### config.mk
export PLATFORM = sky130hd
export DESIGN_NAME = neureka_double_infeat_buffer_ctrl
export DESIGN_NICKNAME = d
export VERILOG_FILES = /design/src/rtl/neureka_double_infeat_buffer_ctrl_pkg.sv /design/src/rtl/neureka_pingpong_bank_state.sv /design/src/rtl/neureka_double_infeat_buffer_ctrl.sv
export SDC_FILE = /design/constraint.sdc
export NUM_CORES = 1
export LEC_CHECK = 0
export ABC_AREA = 0
export CORE_UTILIZATION = 52
export CTS_BUF_LIST = sky130_fd_sc_hd__clkbuf_8
export DETAILED_ROUTE_END_ITERATION = 6
export PLACE_DENSITY_LB_ADDON = 0.05
export SYNTH_ARGS = -nofsm -noshare
export SYNTH_HDL_FRONTEND = slang
export SYNTH_HIERARCHICAL = 1
export SYNTH_SLANG_ARGS = --single-unit
### constraint.sdc
create_clock -name clk_i -period 2.8 [get_ports clk_i]
set_clock_uncertainty 0.2 [all_clocks]
set_input_delay 0.28 -clock clk_i [delete_from_list [all_inputs] [get_ports clk_i]]
set_output_delay 0.28 -clock clk_i [all_outputs]
set_load 0.005 [all_outputs]
### src/rtl/neureka_double_infeat_buffer_ctrl_pkg.sv
// Shared types for the double input-feature buffer ping-pong controller.
// Provides the per-bank state encoding, the configuration payload and the
// status-flag bundle exchanged between the controller and its bank FSMs.
package neureka_double_infeat_buffer_ctrl_pkg;

    localparam int unsigned FILL_LEN_W_DEF = 16;
    localparam int unsigned PASS_W_DEF     = 8;
    localparam int unsigned NUM_BANKS      = 2;

    typedef enum logic [1:0] {
        BANK_EMPTY   = 2'd0,
        BANK_FILLING = 2'd1,
        BANK_FULL    = 2'd2
    } bank_state_e;

    typedef struct packed {
        logic [FILL_LEN_W_DEF-1:0] fill_len;
        logic [PASS_W_DEF-1:0]     passes;
    } ctrl_double_infeat_buffer_ctrl_t;

    typedef struct packed {
        logic                 wr_ready;
        logic                 rd_valid;
        logic [NUM_BANKS-1:0] bank_full;
        logic                 idle;
        logic                 err;
    } flags_t;

endpackage

### src/rtl/neureka_pingpong_bank_state.sv
// Occupancy FSM for one bank of the ping-pong input-feature buffer.
// Ports:
//   clk, rst       clock and synchronous active-high flush (reset/clear/start)
//   set_fill       first beat accepted into an EMPTY bank
//   set_full       last beat of the fill accepted
//   release_bank   engine finished the final pass over this bank
//   state          current bank state
module neureka_pingpong_bank_state
    import neureka_double_infeat_buffer_ctrl_pkg::*;
(
    input  logic        clk,
    input  logic        rst,
    input  logic        set_fill,
    input  logic        set_full,
    input  logic        release_bank,
    output bank_state_e state
);

    bank_state_e state_q;
    bank_state_e state_d;

    // State register
    always_ff @(posedge clk) begin
        if (rst) begin
            state_q <= BANK_EMPTY;
        end else begin
            state_q <= state_d;
        end
    end

    // Next state; release and fill events never target the same bank in one cycle
    always_comb begin
        state_d = state_q;
        if (release_bank) begin
            state_d = BANK_EMPTY;
        end else if (set_full) begin
            state_d = BANK_FULL;
        end else if (set_fill) begin
            state_d = BANK_FILLING;
        end
    end

    assign state = state_q;

endmodule

### src/rtl/neureka_double_infeat_buffer_ctrl.sv
// Ping-pong bank controller for the double input-feature buffer.
// The streamer fills the bank at wr_sel while the engine reads the bank at
// rd_sel; each selector toggles only on its own completion.
// Ports:
//   clk_i, rst_i, clear_i      clock, sync reset, sync soft clear
//   enable_i                   freezes state when low (start/clear/reset still act)
//   start_i, cfg_*_i           latch config, empty both banks, start running
//   wr_beat_i / wr_ready_o     fill beat handshake, wr_sel_o bank select
//   rd_pass_done_i / rd_*_o    pass completion, read bank select and status
//   bank_full_o, idle_o, err_o status flags
module neureka_double_infeat_buffer_ctrl
    import neureka_double_infeat_buffer_ctrl_pkg::*;
#(
    parameter int unsigned FILL_LEN_W = FILL_LEN_W_DEF,
    parameter int unsigned PASS_W     = PASS_W_DEF
) (
    input  logic                  clk_i,
    input  logic                  rst_i,
    input  logic                  clear_i,
    input  logic                  enable_i,
    input  logic                  start_i,
    input  logic [FILL_LEN_W-1:0] cfg_fill_len_i,
    input  logic [PASS_W-1:0]     cfg_passes_i,
    input  logic                  wr_beat_i,
    output logic                  wr_ready_o,
    output logic                  wr_sel_o,
    output logic                  rd_valid_o,
    output logic                  rd_sel_o,
    input  logic                  rd_pass_done_i,
    output logic                  rd_last_pass_o,
    output logic [NUM_BANKS-1:0]  bank_full_o,
    output logic                  idle_o,
    output logic                  err_o
);

    logic                  running_q;
    logic                  wr_sel_q;
    logic                  rd_sel_q;
    logic [FILL_LEN_W-1:0] fill_cnt_q;
    logic [FILL_LEN_W-1:0] len_q;
    logic [PASS_W-1:0]     pass_cnt_q;
    logic [PASS_W-1:0]     passes_q;
    logic                  err_q;

    bank_state_e           bank_state [NUM_BANKS];
    flags_t                flags_c;

    logic                  flush_c;
    logic                  wr_fire_c;
    logic                  rd_fire_c;
    logic                  wr_viol_c;
    logic                  rd_viol_c;
    logic                  fill_last_c;
    logic                  pass_last_c;

    // Status flags derived from bank states
    always_comb begin
        flags_c           = '0;
        flags_c.bank_full = {bank_state[1] == BANK_FULL, bank_state[0] == BANK_FULL};
        flags_c.wr_ready  = running_q && (bank_state[wr_sel_q] != BANK_FULL);
        flags_c.rd_valid  = (bank_state[rd_sel_q] == BANK_FULL);
        flags_c.idle      = !running_q ||
                            ((bank_state[0] == BANK_EMPTY) && (bank_state[1] == BANK_EMPTY));
        flags_c.err       = err_q;
    end

    // Handshake qualification; a flush cycle swallows any concurrent event
    always_comb begin
        flush_c     = rst_i || clear_i || start_i;
        wr_fire_c   = !flush_c && enable_i && wr_beat_i && flags_c.wr_ready;
        rd_fire_c   = !flush_c && enable_i && rd_pass_done_i && flags_c.rd_valid;
        wr_viol_c   = !flush_c && enable_i && wr_beat_i && !flags_c.wr_ready;
        rd_viol_c   = !flush_c && enable_i && rd_pass_done_i && !flags_c.rd_valid;
        fill_last_c = (fill_cnt_q == len_q - FILL_LEN_W'(1));
        pass_last_c = (pass_cnt_q == passes_q - PASS_W'(1));
    end

    // One occupancy FSM per bank
    for (genvar b = 0; b < NUM_BANKS; b++) begin : g_bank
        logic sel_wr;
        logic sel_rd;
        assign sel_wr = (wr_sel_q == 1'(b));
        assign sel_rd = (rd_sel_q == 1'(b));

        neureka_pingpong_bank_state u_bank (
            .clk          (clk_i),
            .rst          (flush_c),
            .set_fill     (wr_fire_c && sel_wr && !fill_last_c),
            .set_full     (wr_fire_c && sel_wr && fill_last_c),
            .release_bank (rd_fire_c && sel_rd && pass_last_c),
            .state        (bank_state[b])
        );
    end

    // Counters, selectors, configuration and sticky error
    always_ff @(posedge clk_i) begin
        if (rst_i || clear_i) begin
            running_q  <= 1'b0;
            wr_sel_q   <= 1'b0;
            rd_sel_q   <= 1'b0;
            fill_cnt_q <= '0;
            pass_cnt_q <= '0;
            len_q      <= '0;
            passes_q   <= '0;
            err_q      <= 1'b0;
        end else if (start_i) begin
            running_q  <= 1'b1;
            wr_sel_q   <= 1'b0;
            rd_sel_q   <= 1'b0;
            fill_cnt_q <= '0;
            pass_cnt_q <= '0;
            // A zero length or pass count would never complete; treat it as one
            len_q      <= (cfg_fill_len_i == '0) ? FILL_LEN_W'(1) : cfg_fill_len_i;
            passes_q   <= (cfg_passes_i == '0) ? PASS_W'(1) : cfg_passes_i;
            err_q      <= 1'b0;
        end else begin
            if (wr_fire_c) begin
                if (fill_last_c) begin
                    fill_cnt_q <= '0;
                    wr_sel_q   <= !wr_sel_q;
                end else begin
                    fill_cnt_q <= fill_cnt_q + FILL_LEN_W'(1);
                end
            end
            if (rd_fire_c) begin
                if (pass_last_c) begin
                    pass_cnt_q <= '0;
                    rd_sel_q   <= !rd_sel_q;
                end else begin
                    pass_cnt_q <= pass_cnt_q + PASS_W'(1);
                end
            end
            if (wr_viol_c || rd_viol_c) begin
                err_q <= 1'b1;
            end
        end
    end

    assign wr_ready_o     = flags_c.wr_ready;
    assign wr_sel_o       = wr_sel_q;
    assign rd_valid_o     = flags_c.rd_valid;
    assign rd_sel_o       = rd_sel_q;
    assign rd_last_pass_o = flags_c.rd_valid && pass_last_c;
    assign bank_full_o    = flags_c.bank_full;
    assign idle_o         = flags_c.idle;
    assign err_o          = flags_c.err;

endmodule

==> metrics <==
status=complete, no violations; die height=79.4 um; share of layout cells above drive strength 1=10.5%; VDD IR max=0.000307 V; Clk Latency, worst-skew pair=0.31 ns; Max FO, Critical Path=5; Netlist Area Pre-Place=3110 um2; ys async rst share=0%; vias in the first global route=2719; Worst R2R End=g_bank[1].u_bank/state[1]; Antenna Violating Nets Remaining=0; Worst Reg-to-Reg Cells=10; Clock Sink Count=56; max-cap viol count=0; dominant cell type by area after synthesis=dfxtp_1; final worst setup slack=0.167 ns; Synth-to-Final Area Change=22.2%; Arr. time, crit path=2.15 ns; Crit Reg-Reg Startpoint=passes_q[0]; flops & latches, synth=56; I/O pin total=40; total grt overflow=0; leak pwr=1.48 nW; Final Cell Area=3800 um2; crit path to=rd_last_pass_o; Buffers on Ports=39; DR iter-0 viols=89; CP startpoint kind=register; clock slew seen by the registers of the worst setup and hold paths=0.09 ns; CP cell instances=inv_1 > ha_4 > nand2b_1 > a311o_1 > a2111o_1 > nor2_1 > dlygate4sd2_1; Syn Nets=399; Worst Path Buf+Inv=2; critical path's top delay family=compound AO/OA/AOI/OAI gates; Slew headroom=39.1%; largest net degree at the start of global routing=18; fin util=67.4%; crit end category=output port; setup TNS=0 ns; final hold vios=0; fmax=380 MHz; GRT met3 Usage=4.00%; Post-DP HPWL=5430 um; Worst Hold Class=reg2reg; area post-placement=3660 um2; first-pass GRT wire length=12200 um; unrepaired setup endpoints after global routing=false; Non-Filler Instances=490; global routing usage on met2=44.3%; Critical Path RT=2.32 ns; initial antenna violation count=0; average vias per placed instance=5.60; CP startpoint=passes_q[0]; Min Hold Slack=0.308 ns; GP Congestion=0.902; Avg Cell Area, Syn=8.55 um2; Post-synth top flop=dfxtp_1; Core ar.=5640 um2; n_diodes=0; Num CTS Buffers=5; CP max stage cell=a2111o_1; crit path time final=2.63 ns; H-tree Lvls=2; grt met1 use=28.8%; final wirelength=7120 um; Unique masters post-synth=57; CTS max path bufs=2; Crit path depth=7; synth warn=6; Seq/Total Area, Yosys=36.0%; ranking of synthesized cells by area=dfxtp_1 36%, xor2_1 9.6%, nor2_1 6.0%; final setup violation count=0; pwr dens=394 nW/um2; Synth Instances=364; most frequent cell after synthesis=dfxtp_1; fin nets=452; Site Rows=27; Power Total=1.50 mW; # DRC=0; count of hold-fix buffers inserted at cts=0; GRT Total Usage=24.4%; critical path type=reg2out; clk root buf=clkbuf_8; Crit path largest cell delay=0.40 ns; pre-CTS setup slack=0.0629 ns; Die X=79.4 um; vias=2744; Worst-Margin Slew=0.911 ns; full die area=6300 um2; placed cells=479; First-pass DRT Iterations=4; Post-synth top cells=56 x dfxtp_1, 50 x nor2_1, 34 x xor2_1; gr busiest metal=met2; proportion of netlist area held by the largest area contributor=36.0%; CTS tree=built; Post-synth EDFFs=0; WL per Instance=14.5 um; crit share post-route=94.0%; initial core utilization=55.2%; Max Slew Vio Count=0; R2R setup slack=0.20 ns
worst min-delay path by stage:
stage / from / end / slack, ns / cells past startpoint
3_3_place_gp: err_o / err_o / 0.27 / 2
6_report: err_o / err_o / 0.31 / 2
3_5_place_dp: err_o / err_o / 0.27 / 2
4_1_cts: err_o / err_o / 0.30 / 2
5_1_grt: err_o / err_o / 0.33 / 2
2_1_floorplan: cfg_fill_len_i[12] / len_q[12] / 0.19 / 2
metal layers:
| layer | up-vias | wire (um) |
|---|---|---|
| met1 | 1287 | 3190 |
| li1 | 1407 | - |
| met2 | 40 | 3610 |
| met4 | 0 | 106 |
| met3 | 10 | 210 |
| met5 | - | 0 |
cell type report:
class	count	area [um2]
multi-input combinational	281	1900
fill	479	1840
sequential	56	1120
timing repair buffer	62	562
tap	72	90.1
clock buffer	6	82.6
inverter	11	41.3
clock inverter	2	11.3
worst reg2reg max path, delay by kind of cell (launching register included):
family / cells / cell delay, ns
AOI/OAI and AO/OA: 3 / 0.86
adders and majority gates: 1 / 0.18
buffers and inverters: 2 / 0.23
DFF: 1 / 0.35
and+or+nand+nor: 4 / 0.67
state kept, by name, summed over array words and instances (netlist names):
| register | flops |
|---|---|
| fill_cnt_q | 16 |
| running_q | 1 |
| passes_q | 8 |
| err_o | 1 |
| g_bank.u_bank/state | 4 |
| pass_cnt_q | 8 |
| wr_sel_o | 1 |
| len_q | 16 |
| rd_sel_o | 1 |
cell families after synthesis:
kind of cell             Yosys count  share of synthesized area (%)
AND/OR/NAND/NOR                  162                           28.5
AO/OA/AOI/OAI                     61                           14.6
flip-flops                        56                           36.0
XOR/XNOR                          47                           13.2
buffers and inverters             27                           3.86
multiplexers                       7                           2.25
adder cells (fa/ha/maj)            4                           1.61
where the power goes:
group | switching (mW) | leakage [nW] | internal (mW)
registers | 0.0163 | 0.454 | 0.809
clock network | 0.253 | 0.0486 | 0.198
logic | 0.101 | 0.978 | 0.123
what timing repair did:
| action | CTS | global route |
|---|---|---|
| endpoints found under the setup margin | 1 | 22 |
| resized for setup | 4 | 2 |
| endpoints found under the hold margin | 0 | 0 |
| pin swaps | 1 | 2 |
| buffers inserted | 2 | 1 |
cells in the final DEF (no fill, tap or decap), types with 6 or more instances in the layout:
master	instances
nand2_1	25
buf_4	23
clkdlybuf4s50_1	38
clkbuf_8	6
nand3_1	12
inv_1	11
nor3_1	9
a22o_1	14
nand3b_1	8
xor2_1	34
mux2i_1	7
nor2_1	50
nor4_1	8
a21oi_1	11
dfxtp_1	55
nand4_1	15
xnor2_1	13
o21a_1	6
Power figures use the tool's default switching activity.
